==> config.mk <==
export PLATFORM = sky130hd
export DESIGN_NAME = channel_scheduler
export DESIGN_NICKNAME = d
export VERILOG_FILES = /design/src/rtl/channel_scheduler.sv
export SDC_FILE = /design/constraint.sdc
export NUM_CORES = 1
export LEC_CHECK = 0
export CAP_MARGIN = 0
export CELL_PAD_IN_SITES_DETAIL_PLACEMENT = 1
export CELL_PAD_IN_SITES_GLOBAL_PLACEMENT = 1
export CORE_ASPECT_RATIO = 1.2
export CORE_MARGIN = 1.5
export CORE_UTILIZATION = 36
export CTS_CLUSTER_DIAMETER = 80
export DETAILED_ROUTE_END_ITERATION = 8
export GPL_TIMING_DRIVEN = 0
export PLACE_DENSITY = 0.83
export RECOVER_POWER = 50
export SLEW_MARGIN = 30
export SYNTH_ARGS = -nofsm -noshare
export SYNTH_HDL_FRONTEND = slang
export SYNTH_SLANG_ARGS = --single-unit
export TNS_END_PERCENT = 20
==> constraint.sdc <==
create_clock -name clk -period 3.2 [get_ports clk]
set_input_delay 0.96 -clock clk [delete_from_list [all_inputs] [get_ports clk]]
set_output_delay 0.96 -clock clk [all_outputs]
set_load 0.02 [all_outputs]
==> src/rtl/channel_scheduler.sv <==
// Command sequencer between the UART command decoder and the serial-out channel bank:
// loads/starts/stops one channel per command, tracks busy/continuous state, returns an ack byte.
module channel_scheduler #(
   parameter int DATA_BIT = 32,
   parameter int CH_NUM   = 16
) (
   input  logic                clk,
   input  logic                rst_n,
   input  logic                i_cmd_tick,
   input  logic [DATA_BIT-1:0] i_output_pattern,
   input  logic [DATA_BIT-1:0] i_freq_pattern,
   input  logic [3:0]          i_sel,
   input  logic                i_start,
   input  logic                i_stop,
   input  logic                i_mode,
   input  logic [CH_NUM-1:0]   i_ch_done,
   input  logic                i_tx_done_tick,
   output logic                o_load_tick,
   output logic [3:0]          o_load_sel,
   output logic [DATA_BIT-1:0] o_pattern,
   output logic [DATA_BIT-1:0] o_freq,
   output logic [CH_NUM-1:0]   o_start_vec,
   output logic [CH_NUM-1:0]   o_stop_vec,
   output logic [CH_NUM-1:0]   o_busy_vec,
   output logic [7:0]          o_tx_data,
   output logic                o_tx_start,
   output logic                o_overflow
);

   typedef enum logic [2:0] {
      S_IDLE    = 3'd0,
      S_LOAD    = 3'd1,
      S_CMD     = 3'd2,
      S_ACK     = 3'd3,
      S_WAIT_TX = 3'd4
   } state_t;

   localparam logic [4:0] CH_LIM = 5'(CH_NUM);

   state_t              r_state;
   state_t              w_state_nxt;
   logic [3:0]          r_sel;
   logic                r_start;
   logic                r_stop;
   logic                r_mode;
   logic                r_load_tick;
   logic [3:0]          r_load_sel;
   logic [DATA_BIT-1:0] r_pattern;
   logic [DATA_BIT-1:0] r_freq;
   logic [CH_NUM-1:0]   r_start_vec;
   logic [CH_NUM-1:0]   r_stop_vec;
   logic [CH_NUM-1:0]   r_busy;
   logic [CH_NUM-1:0]   r_cont;
   logic [7:0]          r_tx_data;
   logic                r_tx_start;
   logic                r_overflow;

   logic                w_accept;
   logic                w_in_ok;
   logic                w_load;
   logic                w_sel_ok;
   logic                w_do_cmd;
   logic [3:0]          w_status;
   logic [CH_NUM-1:0]   w_sel_oh;
   logic [CH_NUM-1:0]   w_cmd_start_oh;
   logic [CH_NUM-1:0]   w_cmd_stop_oh;
   logic [CH_NUM-1:0]   w_done_v;
   logic [CH_NUM-1:0]   w_restart;
   logic [CH_NUM-1:0]   w_busy_nxt;
   logic [CH_NUM-1:0]   w_cont_nxt;

   assign w_accept = (r_state == S_IDLE) && i_cmd_tick;
   assign w_in_ok  = ({1'b0, i_sel} < CH_LIM);
   assign w_load   = w_accept && w_in_ok && !i_stop;
   assign w_sel_ok = ({1'b0, r_sel} < CH_LIM);
   assign w_do_cmd = (r_state == S_LOAD) && w_sel_ok;

   // One-hot decode of the captured channel select.
   always_comb begin
      w_sel_oh = '0;
      for (int k = 0; k < CH_NUM; k++) begin
         w_sel_oh[k] = (r_sel == 4'(k));
      end
   end

   // Acknowledge status nibble, derived purely from the captured command.
   always_comb begin
      w_status = 4'h2;
      if (!w_sel_ok) begin
         w_status = 4'hE;
      end else if (r_stop) begin
         w_status = 4'h1;
      end else if (r_start) begin
         w_status = 4'h0;
      end else begin
         w_status = 4'h2;
      end
   end

   // Per-channel bookkeeping; a stop on k suppresses any restart for k in the same cycle.
   always_comb begin
      w_cmd_stop_oh  = (w_do_cmd && r_stop) ? w_sel_oh : '0;
      w_cmd_start_oh = (w_do_cmd && !r_stop && r_start) ? w_sel_oh : '0;
      w_done_v       = i_ch_done & r_busy;
      w_restart      = w_done_v & r_cont & ~w_cmd_stop_oh;
      w_busy_nxt     = ((r_busy & ~(w_done_v & ~r_cont)) & ~w_cmd_stop_oh) | w_cmd_start_oh;
      w_cont_nxt     = (r_cont & ~w_cmd_stop_oh & ~w_cmd_start_oh)
                     | (w_cmd_start_oh & {CH_NUM{r_mode}});
   end

   // Command sequencing next-state logic.
   always_comb begin
      w_state_nxt = r_state;
      case (r_state)
         S_IDLE: begin
            if (i_cmd_tick) begin
               w_state_nxt = S_LOAD;
            end else begin
               w_state_nxt = S_IDLE;
            end
         end
         S_LOAD: begin
            if (w_sel_ok) begin
               w_state_nxt = S_CMD;
            end else begin
               w_state_nxt = S_ACK;
            end
         end
         S_CMD:   w_state_nxt = S_ACK;
         S_ACK:   w_state_nxt = S_WAIT_TX;
         S_WAIT_TX: begin
            if (i_tx_done_tick) begin
               w_state_nxt = S_IDLE;
            end else begin
               w_state_nxt = S_WAIT_TX;
            end
         end
         default: w_state_nxt = S_IDLE;
      endcase
   end

   // State, command capture, channel status and registered output pulses.
   always_ff @(posedge clk or negedge rst_n) begin
      if (!rst_n) begin
         r_state     <= S_IDLE;
         r_sel       <= 4'd0;
         r_start     <= 1'b0;
         r_stop      <= 1'b0;
         r_mode      <= 1'b0;
         r_load_tick <= 1'b0;
         r_load_sel  <= 4'd0;
         r_pattern   <= '0;
         r_freq      <= '0;
         r_start_vec <= '0;
         r_stop_vec  <= '0;
         r_busy      <= '0;
         r_cont      <= '0;
         r_tx_data   <= 8'd0;
         r_tx_start  <= 1'b0;
         r_overflow  <= 1'b0;
      end else begin
         r_state <= w_state_nxt;
         if (w_accept) begin
            r_sel   <= i_sel;
            r_start <= i_start;
            r_stop  <= i_stop;
            r_mode  <= i_mode;
         end
         r_load_tick <= w_load;
         r_load_sel  <= w_load ? i_sel : 4'd0;
         r_pattern   <= w_load ? i_output_pattern : '0;
         r_freq      <= w_load ? i_freq_pattern : '0;
         r_start_vec <= w_cmd_start_oh | w_restart;
         r_stop_vec  <= w_cmd_stop_oh;
         r_busy      <= w_busy_nxt;
         r_cont      <= w_cont_nxt;
         r_tx_start  <= (w_state_nxt == S_ACK);
         if (w_state_nxt == S_ACK) begin
            r_tx_data <= {w_status, r_sel};
         end
         r_overflow <= r_overflow | (i_cmd_tick && (r_state != S_IDLE));
      end
   end

   assign o_load_tick = r_load_tick;
   assign o_load_sel  = r_load_sel;
   assign o_pattern   = r_pattern;
   assign o_freq      = r_freq;
   assign o_start_vec = r_start_vec;
   assign o_stop_vec  = r_stop_vec;
   assign o_busy_vec  = r_busy;
   assign o_tx_data   = r_tx_data;
   assign o_tx_start  = r_tx_start;
   assign o_overflow  = r_overflow;

endmodule
==> impl_metrics.ini, run 1 <==
[logic_synthesis]
synth_ff_type = dfrtp_1
avgSynthCellArea_sq_um = 12.9
synth_edf_count = 0
synth_cell_types = 31
synth_top_area_frac = 0.689
syn_inst = 426
ys_ff_latch = 151
yosysTopAreaCell = dfrtp_1
ys_seq_area_frac = 0.689
yosysWarnings = 0
synth.top_cells.by_area = dfrtp_1 (69%), and2_1 (7.8%), o22ai_1 (3.6%)
synthesis.area_sq_um = 5490
synth.top_cells.by_count = dfrtp_1 (151), and2_1 (68), o22ai_1 (32)
synthArstFlopShare = 1.00
synth_most_common_cell = dfrtp_1

[worst_setup_path]
crit_path_cell_trace = dlygate4sd3_1 -> nor4b_4 -> and2b_1 -> clkbuf_1 -> and2_1
crit_start = i_cmd_tick
crit_path_end_kind = flip-flop
rrSetupSlack_ps = 770
worst-path-buf-inv = 2
crit_family = simple AND/OR/NAND/NOR gates
max_stage_delay_ps = 590
cp-start-kind = primary input
required_ps = 3550
r2r_end = o_start_vec[0]
r2r-start = r_state[1]
cpMaxStageDelayCell = dlygate4sd3_1
crit_type = primary input to flip-flop
r2r_cells = 7
cp.arrival_ps = 3150
crit_fanout = 10

[clock_tree]
cts_setup_buffers = 0
cts_tree = yes
numCtsBuffers = 17
hold_buffers = 0
clkTransAtPathRegs_ps = 50
ctsLongestPathBuffers = 2
clock-sinks = 151
ctsHtreeMaxLevel = 4
clockRootBuffer = clkbuf_16
insertion_delay_ps = 430
cts_resized = 0

[route]
antenna_left = 0
dr_total_vias = 4290
drc = 0
wl_um = 16400
firstDrtPassIters = 4
avgViaCountPerCell = 4.89
wl_per_cell_um = 18.7
drtIter0Drc = 163

[finish]
utilization = 0.566
stdcell_area_sq_um = 8470
antennaDiodeCount = 0
drive_above_1_share = 0.0728
nFillCells = 1568
area_growth_pct = 54.4
fin_nets = 753

[timing]
slew_violations = 64
slew_headroom = -0.0932
max_freq_mhz = 357
clock_skew_ps = 8.70
layout_min_cycle_time_ps = 2800
final_hold_viol_count = 0
rsz0062_at_grt = false
setup_viol = 0
period_share = 0.874
worst_pin_slew_ps = 1640

[place]
place.gp.congestion = 0.767
port-buffer-count = 215
place_area_sq_um = 7930
place_hpwl_um = 12100

[min_path]
holdPathEnd = o_overflow
worstHoldStart = o_overflow
hp-class = flip-flop to flip-flop
min_path_cells = 1

[global_route]
track_usage = 0.221
grt_max_degree = 89
antenna_found_initial = 0
grt_overflow = 0
grt_pass1_wl_um = 26600
first_global_vias = 4948

[job]
cap_violations = 1

[power]
powerDensity_nw_per_um2 = 699
p_leak_uw = 0.00369
vdd_drop_max_v = 0.000367

[floorplan]
ios = 218
row_count = 49
die_h_um = 138
design.die.area_sq_um = 16000
core_sq_um = 15000
die_x_um = 116
initial_core_util = 0.367

[outcome]
failed_checks = max-capacitance violations, max-slew violations
outcome = finished, violations left
-- area by class of cell --
type                            instances  area [sq um]  area share
Buffer                                 27           124      0.0146
Clock buffer                           22           464      0.0548
Clock inverter                          8           124      0.0146
Inverter                               17          63.8     0.00754
Multi-Input combinational cell        232          1480       0.175
Sequential cell                       151          3780       0.446
Tap cell                              204           255      0.0301
Timing Repair Buffer                  216          2170       0.257
-- logic make-up (layout without fill, tap and decap cells) --
kind of cell,after synthesis,in the layout,synth area share
compound gates,84,84,0.0917
xor+xnor,1,1,0.00160
buf+inv,44,290,0.0406
flops,151,151,0.689
mux,10,10,0.0205
other cells,1,2,0.000684
simple gates,135,135,0.156
-- how the worst max path moves through the flow --
stage                     cells past startpoint  slack (ps)          end
final                                         5         400   o_freq[27]
after global routing                          5         170   o_freq[27]
after CTS                                     5         410   o_freq[27]
after detailed placement                      5         -50   o_freq[27]
after global placement                        1       -4630  o_load_tick
after floorplan                               4        1180   o_freq[23]
-- power breakdown --
group,internal [uW],switching (uW)
clock,1260,754
sequential,2180,176
combinational,681,874
-- state kept, by name (all words and copies together), names as in the netlist --
register,flops
o_busy_vec,16
o_freq,32
o_load_sel,4
o_load_tick,1
o_overflow,1
o_pattern,32
o_start_vec,16
o_stop_vec,16
o_tx_data,6
o_tx_start,1
r_cont,16
r_mode,1
r_sel,4
r_start,1
r_state,3
r_stop,1
-- layout by cell type, fill, tap and decap left out, drive strengths merged, types with 4 or more instances in the layout --
master and instances:
inv 17, nand3 15, clkdlybuf4s50 212, o21ai 35, or4b 5, o31ai 17, and2 68, dfrtp 151
nand4b 4, nor2 21, o22ai 32, nand2 4, buf 5, nand4bb 7, clkbuf 46, mux2 10
-- metrics by stage --
| stage | cells | setup TNS, ps | hold WS, ps | setup slack (ps) | power [uW] |
|---|---|---|---|---|---|
| floorplan | 427 | 0 | 487 | 1180 | 3220 |
| global placement | 846 | -696830 | 455 | -4630 | 3900 |
| detailed placement | 847 | -140 | 462 | -47.3 | 3970 |
| CTS | 877 | 0 | 485 | 406 | 6000 |
| global route | 877 | 0 | 527 | 169 | 6210 |
| finish | 877 | 0 | 513 | 402 | 5920 |
-- worst register-to-register path: stages, from the launching register on --
cell      delay [ps]
dfrtp_1          320
clkbuf_1         350
or3b_1           170
clkbuf_1         350
or3_1            170
clkbuf_1         190
clkbuf_1         510
o22ai_1          220
-- metal layers --
layer,up-vias,GRT usage,wire length [um]
met5,-,0,0
met2,205,0.382,8540
met3,30,0.104,1610
met4,0,0.0847,331
li1,1932,-,-
met1,2123,0.229,5910
(Power assumes the default switching activity.)
==> inputs of run 2 (changes only) <==
- CORE_MARGIN: 1.5 -> 2
==> run 2 against run 1 <==
- the run still ends with max-capacitance violations, max-slew violations left
- maximum frequency down 1.0%
- utilization rose by 0.34 points
- sequential power is essentially flat
- first-iteration DRC count increased by 0.61%
- register-to-register slack lost 100 ps
- final cell count rose by 0.46%
- die area is 1.6% higher
- via count is 0.93% higher
- clock power grew 5%
- combinational power about the same
==> impl_metrics.ini, run 2 (synthesis results as in run 1) <==
[timing]
slew_violations = 61
clock_skew_ps = 8.54
rsz0062_at_grt = false
layout_min_cycle_time_ps = 2830
max_freq_mhz = 354
worst_pin_slew_ps = 1590
period_share = 0.883
slew_headroom = -0.0588
setup_viol = 0
worst_slack_ps = 373
final_hold_viol_count = 0

[route]
wl_per_cell_um = 19.2
firstDrtPassIters = 4
drc = 0
drtIter0Drc = 164
antenna_left = 0
avgViaCountPerCell = 4.91
wl_um = 16900
dr_total_vias = 4330

[place]
place_hpwl_um = 12400
port-buffer-count = 215
placedCellCount = 847
place.gp.congestion = 0.757
pre_cts_ws_ps = -103

[finish]
nFillCells = 1540
final_cell_mix = clkdlybuf4s50_1 (212), dfrtp_1 (151), and2_1 (68), o22ai_1 (32), o21ai_0 (30)
seq_area_sq_um = 3780
final_common_cell = clkdlybuf4s50_1
multi_input_area_sq_um = 1480
fin_nets = 753
drive_above_1_share = 0.0800
area_growth_pct = 55.3
final_cells = 881

[power]
vdd_drop_max_v = 0.000321
powerDensity_nw_per_um2 = 709
p_leak_uw = 0.00371

[floorplan]
die_h_um = 139
die_x_um = 117
design.die.area_sq_um = 16200
row_count = 49
ios = 218
core_sq_um = 15000
initial_core_util = 0.367

[clock_tree]
numCtsBuffers = 17
ctsHtreeMaxLevel = 4
cts_tree = yes
ctsLongestPathBuffers = 2
hold_buffers = 0
clock-sinks = 151
insertion_delay_ps = 430
cts_setup_buffers = 0
cts_resized = 0
clkTransAtPathRegs_ps = 60
clockRootBuffer = clkbuf_16

[worst_setup_path]
crit_fanout = 10
cp.arrival_ps = 3170
required_ps = 3550
cp-start-kind = primary input
crit_type = primary input to flip-flop
crit_path_end_kind = flip-flop

[min_path]
hp-class = flip-flop to flip-flop

[global_route]
antenna_found_initial = 2
grt_overflow = 0
grt_pass1_wl_um = 26700
grt_max_degree = 92
track_usage = 0.217
first_global_vias = 4938

[job]
cap_violations = 1

[outcome]
outcome = finished, violations left
failed_checks = max-capacitance violations, max-slew violations
## run 2: final cells by class
cell class,instances,area share
Sequential cell,151,0.444
Timing Repair Buffer,216,0.255
Multi-Input combinational cell,232,0.174
Clock buffer,17,0.0499
Tap cell,204,0.0300
Clock inverter,15,0.0236
Buffer,27,0.0154
Inverter,17,0.00749
Antenna cell,2,0.000588
## run 2: worst max-delay path, cell delays in order
cell,delay (ps)
dlygate4sd3_1,570
nor4b_4,520
and2b_1,400
clkbuf_1,460
and2_1,250
## run 2: path summary, 6_finish.rpt
| kind | from | to | slack [ps] | depth (start not counted) |
|---|---|---|---|---|
| max | i_cmd_tick | o_load_sel[2] | 370 | 5 |
| min | o_overflow | o_overflow | 510 | 1 |
| max reg2reg | r_state[1] | o_busy_vec[10] | 670 | 7 |
| min reg2reg | o_overflow | o_overflow | 510 | 1 |
| max in group asynchronous | rst_n | o_pattern[1] | 1150 | 2 |
| min in group asynchronous | rst_n | o_start_vec[4] | 920 | 1 |
## run 2: routing by layer
metal | GRT usage | vias to the layer above | routed length, um | part of all wire
met1 | 0.233 | 2172 | 6180 | 0.37
met3 | 0.0897 | 20 | 1650 | 0.098
met5 | 0 | - | 0 | 0
met2 | 0.373 | 200 | 8770 | 0.52
li1 | - | 1938 | - | -
met4 | 0.0854 | 0 | 267 | 0.016
## run 2: stage by stage
stage / cell area, sq um / setup TNS (ps) / utilization / hold WS [ps] / total power [uW]
after detailed placement: 7930 / -392 / 0.530 / 501 / 3980
after global routing: 8520 / 0 / 0.569 / 535 / 6320
final: 8520 / 0 / 0.569 / 512 / 6040
after global placement: 7900 / -685840 / 0.528 / 454 / 3900
after floorplan: 5490 / 0 / - / 487 / 3220
after CTS: 8560 / 0 / 0.572 / 473 / 6130
## run 2: power breakdown
| part | switching (uW) | internal (uW) | total (uW) | leakage [uW] |
|---|---|---|---|---|
| registers | 179 | 2180 | 2360 | 0.00206 |
| logic | 885 | 681 | 1570 | 0.00135 |
| clock network | 811 | 1310 | 2120 | 0.000300 |
==> inputs of run 3 (changes only) <==
- CORE_UTILIZATION: 36 -> 37
- CTS_BUF_LIST: default -> sky130_fd_sc_hd__clkbuf_8
- PLACE_DENSITY: 0.83 -> 0.85
==> run 3 against run 2 <==
- the flow still finishes with violations (max-capacitance violations, max-slew violations)
- wire length down 0.21%
- via count rose by 0.12%
- sequential share of layout area grew 1.3 points
- non-clock buffer count unchanged
- register-to-register slack got worse by 40 ps
- clock-buffer cell count is 2 higher
- largest cell class unchanged
==> impl_metrics.ini, run 3 (synthesis results as in run 1) <==
[floorplan]
design.die.area_sq_um = 15800
row_count = 48
die_x_um = 115
ios = 218
initial_core_util = 0.381
core_sq_um = 14400
die_h_um = 137

[route]
wl_um = 16800
dr_total_vias = 4335
firstDrtPassIters = 4
drc = 0
avgViaCountPerCell = 5.09
antenna_left = 0
drtIter0Drc = 142
wl_per_cell_um = 19.8

[worst_setup_path]
cp.arrival_ps = 3090
worst-path-buf-inv = 2
crit_path_cell_trace = dlygate4sd3_1 -> nor4b_4 -> and2b_1 -> clkbuf_1 -> and2_1
crit_fanout = 10
required_ps = 3590
crit_path_end_kind = flip-flop
crit_family = simple AND/OR/NAND/NOR gates
max_stage_delay_ps = 610
crit_type = primary input to flip-flop
cpMaxStageDelayCell = dlygate4sd3_1
cp-start-kind = primary input

[clock_tree]
cts_setup_buffers = 0
numCtsBuffers = 17
clkTransAtPathRegs_ps = 90
insertion_delay_ps = 460
cts_resized = 0
hold_buffers = 0
ctsLongestPathBuffers = 2
clockRootBuffer = clkbuf_8
cts_tree = yes
ctsHtreeMaxLevel = 4
clock-sinks = 151

[place]
port-buffer-count = 215
place.gp.congestion = 0.786
place_area_sq_um = 7890
place_hpwl_um = 12500
pre_cts_ws_ps = 45.0

[finish]
drive_above_1_share = 0.0785
area_growth_pct = 50.8
fin_nets = 753
nFillCells = 1459
final_common_cell = clkdlybuf4s50_1
stdcell_area_sq_um = 8270
seq_area_sq_um = 3780
final_cell_mix = clkdlybuf4s50_1 (212), dfrtp_1 (151), and2_1 (68), o22ai_1 (32), o21ai_0 (27)
utilization = 0.574
multi_input_area_sq_um = 1480

[timing]
clock_skew_ps = 9.61
worst_slack_ps = 494
slew_violations = 68
setup_viol = 0
final.setup.tns_ps = 0
worst_pin_slew_ps = 1770
period_share = 0.846
max_freq_mhz = 370
whs_ps = 480
rsz0062_at_grt = false
final_hold_viol_count = 0
layout_min_cycle_time_ps = 2710
slew_headroom = -0.178

[outcome]
outcome = finished, violations left
failed_checks = max-capacitance violations, max-slew violations

[power]
powerDensity_nw_per_um2 = 659
vdd_drop_max_v = 0.000314
p_leak_uw = 0.00362

[job]
cap_violations = 1

[global_route]
track_usage = 0.225
first_global_vias = 4950
grt_overflow = 0
grt_max_degree = 85
grt_pass1_wl_um = 26600
antenna_found_initial = 1

[min_path]
hp-class = flip-flop to flip-flop
run 3: per-stage QoR:
| step | instances | power [uW] |
|---|---|---|
| final | 851 | 5450 |
| after global routing | 851 | 5730 |
| after CTS | 850 | 5520 |
| after detailed placement | 818 | 3980 |
| after global placement | 817 | 3910 |
| after floorplan | 427 | 3220 |
run 3: final timing paths:
kind	cells after the start	to	start	slack, ps
max	5	o_freq[26]	i_cmd_tick	490
min	1	o_overflow	o_overflow	480
max reg2reg	7	o_start_vec[4]	r_state[1]	630
min reg2reg	1	o_overflow	o_overflow	480
max in group asynchronous	2	o_pattern[28]	rst_n	1090
min in group asynchronous	1	o_start_vec[3]	rst_n	970
run 3: power by group:
part	total [uW]	switching, uW	internal [uW]
clock	1530	719	807
sequential	2360	182	2180
combinational	1570	884	681
run 3: final cells by class:
class | count | area share
sequential | 151 | 0.457
timing repair buffer | 216 | 0.263
multi-input combinational | 232 | 0.179
clock buffer | 19 | 0.0316
tap | 175 | 0.0265
clock inverter | 13 | 0.0188
buffer | 27 | 0.0159
inverter | 17 | 0.00772
antenna | 1 | 0.000303
run 3: layer usage:
metal	global-route usage	vias up	wire length [um]
met5	0	-	0
met4	0.105	0	521
met3	0.0858	33	1500
met2	0.395	206	8740
met1	0.237	2162	6080
li1	-	1934	-
run 3: worst reg2reg max path: stages (launching register included):
cell and delay [ps]:
dfrtp_1 330, clkbuf_1 340, or3b_1 170, clkbuf_1 390, or3_1 180, clkbuf_1 230
clkbuf_1 580, o22ai_1 220
